`src/rtl/oled_iic_sequencer_if.sv`:
```
// -----------------------------------------------------------------------------
// oled_iic_sequencer_if
// Control and handshake bundle between oled_iic_sequencer and iic_master.
//   send_en        : start one transaction (held until send_busy is seen)
//   slave_addr_ex  : extended (10-bit) addressing select, always 0 here
//   slave_addr     : 7-bit address already shifted into bits [7:1]
//   send_rw        : 0 = write
//   reg_addr       : I2C control byte sent after the address byte
//   send_data      : current burst byte
//   brust_vaild    : more bytes follow the byte currently on the wire
//   brust_ready    : master has taken the current byte (SCL domain)
//   send_busy      : master transaction in progress (SCL domain)
// Modports: master = sequencer side, slave = iic_master side.
// -----------------------------------------------------------------------------
interface oled_iic_sequencer_if;
    logic        send_en;
    logic        slave_addr_ex;
    logic [15:0] slave_addr;
    logic        send_rw;
    logic [7:0]  reg_addr;
    logic [7:0]  send_data;
    logic        brust_vaild;
    logic        brust_ready;
    logic        send_busy;

    modport master (
        output send_en, slave_addr_ex, slave_addr, send_rw,
               reg_addr, send_data, brust_vaild,
        input  brust_ready, send_busy
    );

    modport slave (
        input  send_en, slave_addr_ex, slave_addr, send_rw,
               reg_addr, send_data, brust_vaild,
        output brust_ready, send_busy
    );
endinterface

```
`src/rtl/oled_iic_sequencer.sv`:
```
// -----------------------------------------------------------------------------
// oled_iic_sequencer
// Drives iic_master for an SSD1306 128x64 OLED at 0x3C: power-up wait, one
// 25-byte init command burst, then on request a 6-byte window command burst
// followed by a 1024-byte GDDRAM burst fetched from an external framebuffer.
//
// Ports:
//   clk, rst_n   : system clock, asynchronous active-low reset
//   frame_req    : level, request one refresh (sampled only in IDLE)
//   init_done    : high after the init burst, until reset
//   frame_busy   : high from refresh start to refresh end
//   frame_done   : 1-cycle pulse at refresh end
//   fb_addr      : framebuffer read address (page*128 + column)
//   fb_data      : framebuffer read data, 1-cycle synchronous latency
//   iic          : oled_iic_sequencer_if.master towards iic_master
//
// Configuration macro: OLED_AUTO_REFRESH_EN
//   defined   -> IDLE always starts a new refresh (frame_req unused)
//   undefined -> refresh only on frame_req
// -----------------------------------------------------------------------------
module oled_iic_sequencer #(
    parameter int CLK_FRE    = 50,
    parameter int PWR_DLY_US = 100000
) (
    input  logic                        clk,
    input  logic                        rst_n,
    input  logic                        frame_req,
    output logic                        init_done,
    output logic                        frame_busy,
    output logic                        frame_done,
    output logic [9:0]                  fb_addr,
    input  logic [7:0]                  fb_data,
    oled_iic_sequencer_if.master        iic
);
    localparam int                PWR_CYC   = CLK_FRE * PWR_DLY_US;
    localparam int                PWR_W     = $clog2(PWR_CYC + 1);
    localparam logic [PWR_W-1:0]  PWR_LAST  = PWR_W'(PWR_CYC);
    localparam logic [9:0]        INIT_LAST = 10'd24;
    localparam logic [9:0]        WIN_LAST  = 10'd5;
    localparam logic [9:0]        DATA_LAST = 10'd1023;
    localparam logic [7:0]        CTRL_CMD  = 8'h00;
    localparam logic [7:0]        CTRL_DATA = 8'h40;

    typedef enum logic [2:0] {S_PWR, S_INIT, S_WAIT, S_IDLE, S_WIN, S_DATA} state_t;
    typedef enum logic [1:0] {RET_INIT, RET_WIN, RET_DATA} ret_t;

    function automatic logic [7:0] init_byte(input logic [9:0] idx);
        logic [7:0] b;
        case (idx)
            10'd0:  b = 8'hAE;  10'd1:  b = 8'hD5;  10'd2:  b = 8'h80;
            10'd3:  b = 8'hA8;  10'd4:  b = 8'h3F;  10'd5:  b = 8'hD3;
            10'd6:  b = 8'h00;  10'd7:  b = 8'h40;  10'd8:  b = 8'h8D;
            10'd9:  b = 8'h14;  10'd10: b = 8'h20;  10'd11: b = 8'h00;
            10'd12: b = 8'hA1;  10'd13: b = 8'hC8;  10'd14: b = 8'hDA;
            10'd15: b = 8'h12;  10'd16: b = 8'h81;  10'd17: b = 8'hCF;
            10'd18: b = 8'hD9;  10'd19: b = 8'hF1;  10'd20: b = 8'hDB;
            10'd21: b = 8'h40;  10'd22: b = 8'hA4;  10'd23: b = 8'hA6;
            10'd24: b = 8'hAF;
            default: b = 8'h00;
        endcase
        return b;
    endfunction

    // Column range 0..127, page range 0..7.
    function automatic logic [7:0] win_byte(input logic [9:0] idx);
        logic [7:0] b;
        case (idx)
            10'd0: b = 8'h21;  10'd1: b = 8'h00;  10'd2: b = 8'h7F;
            10'd3: b = 8'h22;  10'd4: b = 8'h00;  10'd5: b = 8'h07;
            default: b = 8'h00;
        endcase
        return b;
    endfunction

    // ---------------- SCL-domain input synchronisers ----------------
    logic [1:0] br_sync, busy_sync;
    logic       br_q;
    logic       busy_s, br_rise;

    always_ff @(posedge clk or negedge rst_n) begin
        // NOTE: sequential state uses non-blocking assignments so every flop
        // samples pre-edge values regardless of statement order.
        if (!rst_n) begin
            br_sync   <= '0;
            busy_sync <= '0;
            br_q      <= 1'b0;
        end else begin
            br_sync   <= {br_sync[0], iic.brust_ready};
            busy_sync <= {busy_sync[0], iic.send_busy};
            br_q      <= br_sync[1];
        end
    end

    assign busy_s  = busy_sync[1];
    assign br_rise = br_sync[1] & ~br_q;

    // ---------------- request source ----------------
    logic req;
`ifdef OLED_AUTO_REFRESH_EN
    assign req = 1'b1;
`else
    assign req = frame_req;
`endif

    // ---------------- FSM ----------------
    state_t           state, state_n;
    ret_t             ret, ret_n;
    logic [9:0]       cnt, cnt_n, last_idx;
    logic [PWR_W-1:0] pwr_cnt, pwr_cnt_n;
    logic             send_en_q, send_en_n;
    logic             vaild_q, vaild_n;
    logic [7:0]       data_q, data_n;
    logic [7:0]       reg_addr_q, reg_addr_n;
    logic             init_done_n, frame_busy_n, frame_done_n;

    always_ff @(posedge clk or negedge rst_n) begin
        if (!rst_n) begin
            state      <= S_PWR;
            ret        <= RET_INIT;
            cnt        <= '0;
            pwr_cnt    <= '0;
            send_en_q  <= 1'b0;
            vaild_q    <= 1'b0;
            data_q     <= 8'h00;
            reg_addr_q <= 8'h00;
            init_done  <= 1'b0;
            frame_busy <= 1'b0;
            frame_done <= 1'b0;
        end else begin
            state      <= state_n;
            ret        <= ret_n;
            cnt        <= cnt_n;
            pwr_cnt    <= pwr_cnt_n;
            send_en_q  <= send_en_n;
            vaild_q    <= vaild_n;
            data_q     <= data_n;
            reg_addr_q <= reg_addr_n;
            init_done  <= init_done_n;
            frame_busy <= frame_busy_n;
            frame_done <= frame_done_n;
        end
    end

    always_comb begin
        // NOTE: every signal gets a default first so no path can infer a latch.
        state_n      = state;
        ret_n        = ret;
        cnt_n        = cnt;
        pwr_cnt_n    = pwr_cnt;
        send_en_n    = send_en_q;
        vaild_n      = vaild_q;
        data_n       = data_q;
        reg_addr_n   = reg_addr_q;
        init_done_n  = init_done;
        frame_busy_n = frame_busy;
        frame_done_n = 1'b0;
        last_idx     = INIT_LAST;

        // iic_master samples send_en only on scl_x2 edges; hold it until busy.
        if (send_en_q && busy_s)
            send_en_n = 1'b0;

        unique case (state)
            S_PWR: begin
                if (pwr_cnt != PWR_LAST) begin
                    pwr_cnt_n = pwr_cnt + 1'b1;
                end else if (!busy_s) begin
                    // Busy check keeps a transfer cut short by reset from overlapping.
                    state_n    = S_INIT;
                    cnt_n      = '0;
                    send_en_n  = 1'b1;
                    vaild_n    = 1'b1;
                    reg_addr_n = CTRL_CMD;
                    data_n     = init_byte(10'd0);
                end
            end

            S_INIT, S_WIN, S_DATA: begin
                if (state == S_INIT)     last_idx = INIT_LAST;
                else if (state == S_WIN) last_idx = WIN_LAST;
                else                     last_idx = DATA_LAST;

                if (br_rise) begin
                    if (vaild_q) begin
                        cnt_n   = cnt + 10'd1;
                        vaild_n = (cnt_n != last_idx);
                        if (state == S_INIT)     data_n = init_byte(cnt_n);
                        else if (state == S_WIN) data_n = win_byte(cnt_n);
                    end else begin
                        state_n = S_WAIT;
                        // Parking cnt at 0 pre-fetches fb[0] before DATA starts.
                        cnt_n   = '0;
                        if (state == S_INIT)     ret_n = RET_INIT;
                        else if (state == S_WIN) ret_n = RET_WIN;
                        else                     ret_n = RET_DATA;
                    end
                end
                // fb_addr follows cnt; RAM data lands one cycle later and is
                // registered here, giving the second cycle of update latency.
                if (state == S_DATA)
                    data_n = fb_data;
            end

            S_WAIT: begin
                if (!busy_s) begin
                    unique case (ret)
                        RET_INIT: begin
                            init_done_n = 1'b1;
                            state_n     = S_IDLE;
                        end
                        RET_WIN: begin
                            state_n    = S_DATA;
                            cnt_n      = '0;
                            send_en_n  = 1'b1;
                            vaild_n    = 1'b1;
                            reg_addr_n = CTRL_DATA;
                            data_n     = fb_data;
                        end
                        default: begin
                            frame_done_n = 1'b1;
                            frame_busy_n = 1'b0;
                            state_n      = S_IDLE;
                        end
                    endcase
                end
            end

            S_IDLE: begin
                if (req) begin
                    state_n      = S_WIN;
                    frame_busy_n = 1'b1;
                    cnt_n        = '0;
                    send_en_n    = 1'b1;
                    vaild_n      = 1'b1;
                    reg_addr_n   = CTRL_CMD;
                    data_n       = win_byte(10'd0);
                end
            end

            default: state_n = S_PWR;
        endcase
    end

    // ---------------- outputs ----------------
    assign fb_addr           = cnt;
    assign iic.send_en       = send_en_q;
    assign iic.slave_addr_ex = 1'b0;
    assign iic.slave_addr    = 16'h0078;
    assign iic.send_rw       = 1'b0;
    assign iic.reg_addr      = reg_addr_q;
    assign iic.send_data     = data_q;
    assign iic.brust_vaild   = vaild_q;
endmodule

```
`src/flat_wrapper.sv`:
```
// flat-port wrapper written by rule: the top's interface ports become plain ports
module oled_iic_sequencer_flat 
#(
    parameter int CLK_FRE    = 50,
    parameter int PWR_DLY_US = 100000
)
  (clk, rst_n, frame_req, init_done, frame_busy, frame_done, fb_addr, fb_data, iic_send_en, iic_slave_addr_ex, iic_slave_addr, iic_send_rw, iic_reg_addr, iic_send_data, iic_brust_vaild, iic_brust_ready, iic_send_busy);
  oled_iic_sequencer_if iic_i ();
  input  logic clk;
  input  logic rst_n;
  input  logic frame_req;
  output logic init_done;
  output logic frame_busy;
  output logic frame_done;
  output logic [9:0] fb_addr;
  input  logic [7:0] fb_data;
  output wire logic [$bits(iic_i.send_en)-1:0] iic_send_en;
  output wire logic [$bits(iic_i.slave_addr_ex)-1:0] iic_slave_addr_ex;
  output wire logic [$bits(iic_i.slave_addr)-1:0] iic_slave_addr;
  output wire logic [$bits(iic_i.send_rw)-1:0] iic_send_rw;
  output wire logic [$bits(iic_i.reg_addr)-1:0] iic_reg_addr;
  output wire logic [$bits(iic_i.send_data)-1:0] iic_send_data;
  output wire logic [$bits(iic_i.brust_vaild)-1:0] iic_brust_vaild;
  input wire logic [$bits(iic_i.brust_ready)-1:0] iic_brust_ready;
  input wire logic [$bits(iic_i.send_busy)-1:0] iic_send_busy;
  assign iic_send_en = iic_i.send_en;
  assign iic_slave_addr_ex = iic_i.slave_addr_ex;
  assign iic_slave_addr = iic_i.slave_addr;
  assign iic_send_rw = iic_i.send_rw;
  assign iic_reg_addr = iic_i.reg_addr;
  assign iic_send_data = iic_i.send_data;
  assign iic_brust_vaild = iic_i.brust_vaild;
  assign iic_i.brust_ready = iic_brust_ready;
  assign iic_i.send_busy = iic_send_busy;
  oled_iic_sequencer #(.CLK_FRE(CLK_FRE), .PWR_DLY_US(PWR_DLY_US)) u_core (.clk(clk), .rst_n(rst_n), .frame_req(frame_req), .init_done(init_done), .frame_busy(frame_busy), .frame_done(frame_done), .fb_addr(fb_addr), .fb_data(fb_data), .iic(iic_i));
endmodule
```
`config.mk`:
```
export PLATFORM = sky130hd
export DESIGN_NAME = oled_iic_sequencer_flat
export DESIGN_NICKNAME = d
export VERILOG_FILES = /design/src/rtl/oled_iic_sequencer_if.sv /design/src/rtl/oled_iic_sequencer.sv /design/src/flat_wrapper.sv
export SDC_FILE = /design/constraint.sdc
export NUM_CORES = 1
export LEC_CHECK = 0
export ABC_CLOCK_PERIOD_IN_PS = 7400
export CAP_MARGIN = 25
export CORE_UTILIZATION = 40
export CTS_BUF_LIST = sky130_fd_sc_hd__clkbuf_4 sky130_fd_sc_hd__clkbuf_8 sky130_fd_sc_hd__clkbuf_16
export DETAILED_ROUTE_END_ITERATION = 10
export SLEW_MARGIN = 20
export SYNTH_ARGS = -nofsm -noshare
export SYNTH_HDL_FRONTEND = slang
export SYNTH_SLANG_ARGS = --single-unit
```
`constraint.sdc`:
```
create_clock -name clk -period 7.4 [get_ports clk]
set_input_delay 1.48 -clock clk [delete_from_list [all_inputs] [get_ports clk]]
set_output_delay 1.48 -clock clk [all_outputs]
set_load 0.02 [all_outputs]
```
* Word level (Yosys, flattened, before mapping)
Memories as Yosys holds them, arrays and structs flattened.
Index checks and enable logic that the tools add are counted.
** Word-level totals
- Output and inout port bits :: 49
- Memory bits (read-only) :: 256
- Bits of input ports :: 13
- Memories kept :: 1
- Bits in registers :: 64
** Operators by class
- Bitwise gates (word level) :: 4
- Equality and inequality tests :: 22
- Add/sub/neg operators :: 2
- Multiplexer cells :: 61
- Reduce and logical (&&, ||, !) cells :: 18
** Memories
- (no name shown) :: words 32, bits a word 8, rd ports 1, clocked after Yosys merged registers in 0, wr ports 0, line oled_iic_sequencer.sv:49 : case (idx)
** Operators by type and width (number)
- two-way mux 8 bit :: 16
- two-way mux 10 bit :: 10
- one-hot mux 10 bit (4 select lines) :: 1
- one-hot mux 8 bit (4 select lines) :: 1
- one-hot mux 7 bit (4 select lines) :: 1
- one-hot mux 8 bit (3 select lines) :: 1
- adder 23 x 1 -> 23 bit (second input constant) :: 1
- inequality test 23 bit (second input constant) :: 1
- two-way mux 3 bit :: 7
- == test 10 x 2 -> 1 bit (second input constant) :: 2
- two-way mux 1 bit :: 18
- inequality test 2 bit (second input constant) :: 6
- one-hot mux 3 bit (4 select lines) :: 1
- AND reduction 6 bit :: 2
- adder 10 x 1 -> 10 bit (second input constant) :: 1
- == test 10 x 3 -> 1 bit (second input constant) :: 1
- zero test 10 bit :: 1
- inequality test 10 bit :: 1
- AND reduction 9 bit :: 1
- AND reduction 7 bit :: 1
- == test 3 x 2 -> 1 bit (second input constant) :: 2
- == test 3 bit (second input constant) :: 2
- inequality test 3 x 1 -> 1 bit (second input constant) :: 2
- AND reduction 3 bit :: 2
- 21 further kinds :: 25

* Depth between registers and ports, before layout
- Depth after elaboration :: 9
- Mapped depth :: 10
- Depth with buffers taken out :: 9

* Worst setup path before layout
No wires, ideal clock.
- Path kind :: input port to flip-flop
- Start :: input port frame_req
- End :: register u_core.data_q[2], in the netlist u_core.iic.send_data[2]
- Buffers on the path :: 0
- Path slack :: 4.651 ns
- Cell stages on the path :: 7
- Arrival :: 2.610 ns
- Cells stage by stage :: nand3b_1 > a21oi_1 > a221oi_1 > o21ai_1 > a21oi_2 > mux2i_1 > o41ai_1
** Between the ends
- Longest elaborated chain between the ends :: 2
** Ends and longest elaborated chain
- from (decl) :: line flat_wrapper.sv:11 : input logic frame_req;
- inequality test 2 bit (no source line)
- AND reduction 9 bit (no source line)
- to (signal assigned) :: line oled_iic_sequencer.sv:136 : data_q <= data_n;
- to (decl) :: line oled_iic_sequencer.sv:112 : logic [7:0] data_q, data_n;
Every way passes these cells.
A chain may end at the register's enable or synchronous reset.

* Worst setup path after layout
- Start :: register u_core.cnt[0], in the netlist u_core.fb_addr[0]
- End :: register u_core.data_q[5], in the netlist u_core.iic.send_data[5]
** Between the ends
- Longest elaborated chain between the ends :: 9
- Elaborated cells between the ends (all ways) :: 15
** Ends and longest elaborated chain
- from (decl) :: line oled_iic_sequencer.sv:108 : logic [9:0] cnt, cnt_n, last_idx;
- from (signal assigned) :: line oled_iic_sequencer.sv:132 : cnt <= cnt_n;
- adder 10 x 1 -> 10 bit (*) :: line oled_iic_sequencer.sv:185 : cnt_n = cnt + 10'd1;
- parallel branches: the longest is 3 deep, another holds memory (32 x 8 bit)
- two-way mux 8 bit (*) :: line oled_iic_sequencer.sv:187 : if (state == S_INIT) data_n = init_byte(cnt_n);
- two-way mux 8 bit (*) :: line oled_iic_sequencer.sv:184 : if (vaild_q) begin
- two-way mux 8 bit (*) :: line oled_iic_sequencer.sv:183 : if (br_rise) begin
- two-way mux 8 bit (*) :: line oled_iic_sequencer.sv:200 : if (state == S_DATA)
- one-hot mux 8 bit (4 select lines) (*) :: line oled_iic_sequencer.sv:163 : unique case (state)
Mark *: on every way between the ends. The select of a mux whose other input is x is not followed.

==> out/results.txt <==
Status = completed
Post-layout minimum cycle time = 3.53 ns
Drt first pass iters = 5
Antenna cells = 0
Slowest CP cell = xnor2_1
Gr ovfl total = 0
Hold bufs inserted after CTS = 0
Vias in the first global route = 3539
Worst Hold End = u_core.br_sync[1]
Worst Min Path Start = u_core.br_sync[0]
Crit path capture type = register
Largest net degree at the start of global routing = 58
Power consumption = 0.00163 W
Worst setup path start = u_core.fb_addr[0]
CP top delay family = XOR/XNOR gates
Asr flop ratio synth = 100%
Post-synth cell types = 64
Global-route wire length before repair = 18000 microns
Final GP Congestion = 0.849
Syn_area_per_cell = 8.18 sq um
Largest area contributor in the netlist = dfrtp_1
Fin Setup TNS = 0 ns
Final Cell Area = 0.00474 sq mm
Die height = 105 microns
CTS tree = yes
Post-layout worst setup margin = 3.87 ns
Setup CP Type = reg2reg
Largest fanout on the critical path = 22
Port bufs = 36
Post-CTS setup buffer count = 0
Clock transition at path regs = 0.08 ns
Reg2Reg Depth = 7
Hold path depth = 0
Synth top cells by count = 57 x dfrtp_1, 45 x nor2_1, 41 x nand2_1, 40 x o21ai_0, 30 x a21oi_1
Pins Over Slew Limit = 0
HPWL Detailed = 7490 microns
Clock tree buffer depth = 2
Post-synthesis cell area = 0.00420 sq mm
Initial antenna violation count = 0
#FFs+latches synth = 57
Chip width = 105 microns
Resize count post-CTS = 0
Post-Synthesis Cells = 514
CP peak stage delay = 0.84 ns
Initial Util = 40.9%
Post-synthesis sequential area ratio = 33.9%
RSZ-0062 raised after global routing = no
Routed WL = 10700 microns
CTS sink cnt = 57
Crit Reg-Reg Endpoint = u_core.iic.send_data[5]
Core ar. = 0.0103 sq mm
Worst reg2reg path startpoint = u_core.fb_addr[0]
Initial drt markers = 235
Final hold viol count = 0
Row count = 37
Power per Cell Area = 344 mW/mm^2
Final ANT Viol Nets = 0
Worst reg-to-reg setup slack = 3.87 ns
Layout Nets = 549
Vias = 3746
Residual DRC = 0
Area after DPL = 0.00450 sq mm
Drt wl/cell = 16.1 microns
GRT Total Usage = 20.7%
CP required = 7.65 ns
Root Buffer = clkbuf_8
Post-synth EDFFs = 0
Top post-synthesis cells by area = dfrtp_1 34%, xnor2_1 5.4%, o21ai_0 4.8%
Die area = 0.0109 sq mm
Worst-margin pin slew = 0.925 ns
Max-Cap Viols = 0
Period utilization = 47.7%
Leak pwr = 1.95 nW
Share of cells above drive strength 1 = 6.19%
Bufs and invs on worst path = 0
Max-Slew Margin vs Limit = 38.3%
Post-synth top flop = dfrtp_1
Max Clock Freq = 283 MHz
Max IR drop VDD = 0.000193 V
Critical path launch point type = register
Crit path DAT = 3.78 ns
Synth warn = 0
DR vias/cell = 5.60
Max Clock Skew = 0.0122 ns
Most common cell in the netlist = dfrtp_1
Final-report setup violation count = 0
Clk_lat worst skew = 0.35 ns
Num CTS Buffers = 9
Cells along the critical path = ha_1 > nand3_1 > xnor2_1 > mux2i_1 > o21ai_0 > a32o_1 > a22o_1
Place WS = 3.79 ns
Share of the synthesized area in the top cell type = 33.9%
# IOs = 62
H-tree depth = 3
Area delta synth->final = 12.7%
Class of the worst hold path = reg2reg
[kinds of logic after synthesis]
| kind of cell | Yosys count | synth area share (%) |
|---|---|---|
| and+or+nand+nor | 180 | 22.0 |
| AOI/OAI and AO/OA | 149 | 22.5 |
| buffers and inverters | 73 | 9.11 |
| DFF | 57 | 33.9 |
| xor gates and xnor gates | 34 | 7.09 |
| muxes | 11 | 2.77 |
| adders and majority gates | 8 | 2.38 |
| other | 2 | 0.179 |
[per-layer routing]
layer | global-route usage (%) | up-vias | wire, microns
li1 | - | 1815 | -
met5 | 0 | - | 0
met1 | 28.3 | 1786 | 4980
met4 | 8.06 | 0 | 269
met3 | 5.01 | 23 | 487
met2 | 31.5 | 122 | 5000
[cells in the final DEF (no fill, tap or decap), drive strengths merged, types with 3 or more instances in the layout]
master / n
and3: 10
a21oi: 31
a211oi: 6
clkbuf: 12
xor2: 8
nor2b: 6
inv: 14
nor3: 13
buf: 3
and2: 7
xnor2: 26
a221oi: 4
and4: 3
o31ai: 13
a211o: 3
o21ai: 55
or3: 3
a22o: 5
dfrtp: 57
nand2: 42
a31oi: 7
nand2b: 13
conb: 25
clkdlybuf4s50: 35
ha: 8
nand3: 21
nand4: 7
nor2: 45
o22ai: 7
mux2i: 6
mux2: 5
[worst max path at each step]
stage | endpoint | slack [ns] | depth (start not counted)
after global placement | u_core.iic.send_data[2] | 3.88 | 8
after global routing | u_core.iic.send_data[5] | 3.57 | 7
after detailed placement | u_core.iic.send_data[2] | 3.79 | 8
after CTS | fb_addr[2] | 3.85 | 1
after floorplan | u_core.iic.send_data[2] | 4.65 | 7
final | u_core.iic.send_data[5] | 3.87 | 7
[power by group]
part | switching (W) | internal, W | leakage, nW
Sequential | 0.000117 | 0.000370 | 0.734
Clock | 0.000133 | 0.000212 | 0.112
Combinational | 0.000484 | 0.000315 | 1.10
[sequential cells by signal, summed over array words and instances (netlist names), 2 cells and up]
signal	flops
u_core.state	3
u_core.pwr_cnt	23
u_core.busy_sync	2
u_core.br_sync	2
u_core.ret	2
u_core.iic.send_data	8
u_core.fb_addr	10
[cell type report]
class / instances / area (sq um)
well taps: 136 / 170
clock inverters: 4 / 75.1
inverters: 15 / 56.3
clock buffers: 12 / 159
repair buffers: 38 / 370
fillers: 1031 / 5540
flip-flops and latches: 57 / 1430
multi-input cells: 407 / 2480
[through the flow]
stage          cells  utilization, %  hold slack [ns]
2_1_floorplan    537               -            0.331
3_3_place_gp     653            43.8            0.339
3_5_place_dp     653            43.8            0.340
4_1_cts          669            46.1            0.354
5_1_grt          669            46.1            0.357
6_report         669            46.1            0.349
No activity file was read; power rests on OpenSTA's default activity.
